$ cat src/rtl/change_dispenser_if.sv
// change_dispenser_if: refund request, balance input and coin-ejector handshake of change_dispenser.
interface change_dispenser_if;
  logic       refund;
  logic [7:0] left;
  logic       overflow;
  logic       coin_ack;
  logic [2:0] coin_out;
  logic       coin_valid;
  logic       busy;
  logic       done;
  logic [7:0] remain;
  logic       fault;
`ifdef COIN_COUNT_EN
  logic [3:0] coin_cnt;
`endif
  modport master (
    output refund, left, overflow, coin_ack,
    input  coin_out, coin_valid, busy, done, remain, fault
`ifdef COIN_COUNT_EN
    , coin_cnt
`endif
  );
  modport slave (
    input  refund, left, overflow, coin_ack,
    output coin_out, coin_valid, busy, done, remain, fault
`ifdef COIN_COUNT_EN
    , coin_cnt
`endif
  );
endinterface

$ cat src/rtl/change_dispenser.sv
// change_dispenser: greedy coin payout of a latched balance; COIN_COUNT_EN adds the coin_cnt output.
module change_dispenser #(
  parameter int BIG_VAL     = 10,
  parameter int MID_VAL     = 5,
  parameter int ACK_TIMEOUT = 15
) (
  input logic clk,
  input logic reset,
  change_dispenser_if.slave bus
);
  typedef enum logic [2:0] {IDLE, SELECT, WAIT_ACK, DONE, FAULT} state_t;
  state_t     state;
  logic [7:0] timer;
  logic [7:0] coin_val;
  always_comb coin_val = bus.coin_out[2] ? 8'(BIG_VAL) : bus.coin_out[1] ? 8'(MID_VAL) : {7'd0, bus.coin_out[0]};
  always_ff @(posedge clk) begin
    if (!reset) begin
      state          <= IDLE;
      timer          <= '0;
      bus.coin_out   <= '0;
      bus.coin_valid <= 1'b0;
      bus.busy       <= 1'b0;
      bus.done       <= 1'b0;
      bus.remain     <= '0;
      bus.fault      <= 1'b0;
`ifdef COIN_COUNT_EN
      bus.coin_cnt   <= '0;
`endif
    end else begin
      case (state)
        IDLE: begin
          bus.done <= 1'b0;
          if (bus.refund && !bus.overflow) begin
`ifdef COIN_COUNT_EN
            bus.coin_cnt <= '0;
`endif
            if (bus.left == 8'd0) state <= DONE;
            else begin
              bus.remain <= bus.left;
              bus.busy   <= 1'b1;
              state      <= SELECT;
            end
          end
        end
        SELECT: begin
          if (bus.remain == 8'd0) state <= DONE;
          else begin
            bus.coin_out   <= bus.remain >= 8'(BIG_VAL) ? 3'b100 : bus.remain >= 8'(MID_VAL) ? 3'b010 : 3'b001;
            bus.coin_valid <= 1'b1;
            timer          <= '0;
            state          <= WAIT_ACK;
          end
        end
        WAIT_ACK: begin
          if (bus.coin_ack) begin
            // chosen coin never exceeds remain, so this cannot underflow
            bus.remain     <= bus.remain - coin_val;
            bus.coin_valid <= 1'b0;
            bus.coin_out   <= '0;
`ifdef COIN_COUNT_EN
            bus.coin_cnt   <= bus.coin_cnt == 4'hf ? bus.coin_cnt : bus.coin_cnt + 4'd1;
`endif
            state          <= SELECT;
          end else if (timer == 8'(ACK_TIMEOUT - 1)) begin
            bus.fault      <= 1'b1;
            bus.coin_valid <= 1'b0;
            bus.coin_out   <= '0;
            state          <= FAULT;
          end else timer <= timer + 8'd1;
        end
        DONE: begin
          bus.done   <= 1'b1;
          bus.busy   <= 1'b0;
          bus.remain <= '0;
          state      <= IDLE;
        end
        FAULT: begin
          bus.fault      <= 1'b1;
          bus.busy       <= 1'b1;
          bus.coin_valid <= 1'b0;
          bus.coin_out   <= '0;
        end
        default: state <= IDLE;
      endcase
    end
  end
endmodule

$ cat src/flat_wrapper.sv
// flat-port wrapper written by rule: the top's interface ports become plain ports
module change_dispenser_flat 
#(
  parameter int BIG_VAL     = 10,
  parameter int MID_VAL     = 5,
  parameter int ACK_TIMEOUT = 15
)
  (clk, reset, bus_refund, bus_left, bus_overflow, bus_coin_ack, bus_coin_out, bus_coin_valid, bus_busy, bus_done, bus_remain, bus_fault);
  change_dispenser_if bus_i ();
  input logic clk;
  input logic reset;
  input wire logic [$bits(bus_i.refund)-1:0] bus_refund;
  input wire logic [$bits(bus_i.left)-1:0] bus_left;
  input wire logic [$bits(bus_i.overflow)-1:0] bus_overflow;
  input wire logic [$bits(bus_i.coin_ack)-1:0] bus_coin_ack;
  output wire logic [$bits(bus_i.coin_out)-1:0] bus_coin_out;
  output wire logic [$bits(bus_i.coin_valid)-1:0] bus_coin_valid;
  output wire logic [$bits(bus_i.busy)-1:0] bus_busy;
  output wire logic [$bits(bus_i.done)-1:0] bus_done;
  output wire logic [$bits(bus_i.remain)-1:0] bus_remain;
  output wire logic [$bits(bus_i.fault)-1:0] bus_fault;
  assign bus_i.refund = bus_refund;
  assign bus_i.left = bus_left;
  assign bus_i.overflow = bus_overflow;
  assign bus_i.coin_ack = bus_coin_ack;
  assign bus_coin_out = bus_i.coin_out;
  assign bus_coin_valid = bus_i.coin_valid;
  assign bus_busy = bus_i.busy;
  assign bus_done = bus_i.done;
  assign bus_remain = bus_i.remain;
  assign bus_fault = bus_i.fault;
  change_dispenser #(.BIG_VAL(BIG_VAL), .MID_VAL(MID_VAL), .ACK_TIMEOUT(ACK_TIMEOUT)) u_core (.clk(clk), .reset(reset), .bus(bus_i));
endmodule
$ cat config.mk
export PLATFORM = sky130hd
export DESIGN_NAME = change_dispenser_flat
export DESIGN_NICKNAME = d
export VERILOG_FILES = /design/src/rtl/change_dispenser_if.sv /design/src/rtl/change_dispenser.sv /design/src/flat_wrapper.sv
export SDC_FILE = /design/constraint.sdc
export NUM_CORES = 1
export LEC_CHECK = 0
export BUFFER_PORTS_ARGS = -buffer_cell sky130_fd_sc_hd__buf_4
export CORE_UTILIZATION = 54
export DETAILED_ROUTE_END_ITERATION = 16
export GPL_ROUTABILITY_DRIVEN = 1
export PLACE_DENSITY = 0.87
export SYNTH_ARGS = -nofsm -noshare
export SYNTH_HDL_FRONTEND = slang
export SYNTH_SLANG_ARGS = --single-unit
$ cat constraint.sdc
create_clock -name clk -period 2.9 [get_ports clk]
set_input_delay 0.725 -clock clk [delete_from_list [all_inputs] [get_ports clk]]
set_output_delay 0.725 -clock clk [all_outputs]
set_load 0.01 [all_outputs]
==> flow_summary.ini <==
[placed_design]
placed_area_sq_um = 1707
gp_congestion = 0.8689
post-dp-hpwl_mm = 2.663
io_buffer_count = 27
pre_cts_ws_ps = 523.4
placed_cells = 233

[cells_and_area]
regArea_sq_um = 520.5
drive_above_1_share_pct = 20.77
multi_input_area_sq_um = 912.1
nNetsFinal = 229
final_area_sq_um = 1759
fillerInstances = 207
area_growth_pct = 17.66
layoutNonFillerInstCount = 237
antennaDiodeCount = 0
final_util_pct = 69.12

[hold_path]
hp-class = flip-flop to flip-flop
hold_end = u_core.bus.fault
hold_path_depth = 1
hold_start = u_core.bus.fault

[timing]
finalHoldViolations = 0
worst_slew_pin_slew_ps = 648.3
period_needed_ps = 2425
fmax_mhz = 412.3
clock_skew_ps = 2.157
setup_slack_ps = 474.8
rsz0062_at_grt = false
setup_tns_ps = 0
setup_viol = 0
period_share_pct = 83.63
slew_headroom_pct = 56.69
finalMaxSlewViolations = 0

[route]
ant_nets = 0
drc_errors = 0
wl_met1_mm = 1.482
wl_per_cell_um = 14.95
vias = 1422
dr.pass1.iters = 4
first_iter_violations = 42
wl_met3_um = 204
vias_per_cell = 6.000
totalWireLength_mm = 3.544
highest_layer = met4
wl_met2_mm = 1.796

[synth]
yosys_register_bits = 26
synth_common_cells = dfxtp_1 (26), nor2_1 (22), o21ai_0 (14), nand2_1 (12), a21oi_1 (10)
synth_cell_type_count = 42
synthMuxAreaShare_pct = 0
synthArstFlopShare_pct = 0
synth-xor-area-share_pct = 5.272
synth-compound-area-share_pct = 24.02
ys.warnings.count = 0
synth-main-ff-cell = dfxtp_1
synth-edff-count = 0
yosysMostFrequentCell = dfxtp_1
syn_area_sq_um = 1495
synth.top_cells.by_area = dfxtp_1 (35%), ha_1 (5.9%), nor2_1 (5.5%), o21ai_0 (4.7%), xor2_1 (4.7%)
ys_seq_area_share_pct = 34.81
yosysTopAreaCell = dfxtp_1
avgSynthCellArea_sq_um = 8.170
synth_adder_area_share_pct = 7.197
syn_nets = 204
netlist.area_leader.share_pct = 34.81
syn_inst = 183
yosys.area_share.simple_pct = 24.52
synth_top_family_by_area = simple AND/OR/NAND/NOR gates

[clock_tree]
cts.sinks = 26
cts.repair.resized = 0
numCtsBuffers = 3
clk_latency_ps = 340
ctsHtreeMaxLevel = 1
cts_hold_buf = 0
clockRootBuffer = clkbuf_4
post_cts_buffers = 0
ctsLongestPathBuffers = 2
cts_tree = done
path_clk_slew_ps = 140

[floorplan]
start_util_pct = 58.75
top_level_ports = 28
die_y_um = 54.62
die_w_um = 54.62
num_rows = 18
dieArea_sq_um = 2983
coreArea_sq_um = 2545

[pwr]
vdd_drop_max_mv = 0.6584
leakagePower_uw = 0.0007463
pwr_density_cell_nw_per_um2 = 566.9

[global_routing]
gr-usage-all-layers_pct = 26.46
grt_pass1_wl_mm = 5.595
grt_start_max_net_pins = 17
grt_overflow = 0
first_global_vias = 1304
antenna_found_initial = 0

[job]
max_cap_viol_count = 0

[worst_setup_path]
reg2reg_from = u_core.bus.coin_out[1]
critPathKind = flip-flop to flip-flop
cp.required_ps = 3180
start_kind = flip-flop
worst_r2r_endpoint = u_core.bus.remain[6]
cp.arrival_ps = 2700
r2r_setup_slack_ps = 470
endpoint_kind = flip-flop
critPathMaxFanout = 4
ff2ff_path_depth = 10

[outcome]
status = finished, final reports clean
-- metal layers --
| layer | vias to the layer above | global-route usage, % |
|---|---|---|
| met5 | - | 0 |
| met4 | 0 | 9.402 |
| met3 | 11 | 6.667 |
| met2 | 54 | 48.80 |
| met1 | 639 | 28.57 |
| li1 | 718 | - |
-- worst max-delay path, stage by stage (launching register included) --
cell and delay (ps):
dfxtp_1 400, nor2_1 50, nor2_1 150, ha_1 170
inv_1 50, fa_1 400, a21o_1 190, a2111oi_0 500
xor2_1 200, a22oi_1 80, a21oi_1 180
-- worst max path at each step --
stage	slack, ps	depth (start not counted)	startpoint	endpoint
2_1_floorplan	660	10	u_core.bus.coin_out[1]	u_core.bus.remain[6]
3_3_place_gp	620	10	u_core.bus.coin_out[1]	u_core.bus.remain[6]
3_5_place_dp	520	10	u_core.bus.coin_out[1]	u_core.bus.remain[6]
4_1_cts	500	10	u_core.bus.coin_out[1]	u_core.bus.remain[6]
5_1_grt	350	10	u_core.bus.coin_out[1]	u_core.bus.remain[6]
6_report	470	10	u_core.bus.coin_out[1]	u_core.bus.remain[6]
-- through the flow --
step | hold slack [ps] | power [uW]
final | 481.1 | 997.3
after global routing | 515.1 | 1054
after CTS | 485.6 | 997.1
after detailed placement | 453.0 | 744.4
after global placement | 442.7 | 732.6
after floorplan | 479.4 | 644.7
-- kinds of logic after synthesis --
kind of cell               after synthesis
buffers and inverters                   16
AOI/OAI and AO/OA                       53
xor gates and xnor gates                 9
DFF                                     26
and+or+nand+nor                         71
adders and majority gates                8
-- flip-flops by register name, indices dropped and copies added, names as in the netlist --
signal                 cells
u_core.bus.busy            1
u_core.bus.remain          8
u_core.bus.coin_out        3
u_core.bus.coin_valid      1
u_core.bus.fault           1
u_core.state               3
u_core.timer               8
u_core.bus.done            1
-- layout by cell type, fill, tap and decap left out, drive strengths merged, types with 2 or more instances in the layout --
cell type and count:
ha 7, o221a 2, a31oi 3, xor2 8
nand3 2, inv 9, a21oi 10, nor3b 2
or3 3, nand4 4, a31o 5, nor2 22
buf 27, a22oi 4, o31a 2, dfxtp 26
nor4 4, a211oi 4, nor2b 2, o21ai 14
nand2b 5, clkbuf 3, or2 2, a21o 3
and3 5, nand2 12, nor3 4
-- where the power goes --
| group | switching, uW | internal, uW | total [uW] | leakage [uW] |
|---|---|---|---|---|
| registers | 42.9 | 386 | 429 | 0.000212 |
| clock network | 113 | 140 | 253 | 0.0000279 |
| logic | 170 | 145 | 315 | 0.000507 |
| total | 326 | 671 | 997 | 0.000746 |
-- cell type report --
type | instances | area share [%]
Multi-Input combinational cell | 141 | 51.85
Clock inverter | 1 | 1.707
Inverter | 9 | 1.920
Timing Repair Buffer | 27 | 11.52
Clock buffer | 3 | 1.280
Tap cell | 30 | 2.134
Sequential cell | 26 | 29.59
Note: power is estimated with default switching activity, not from simulation.
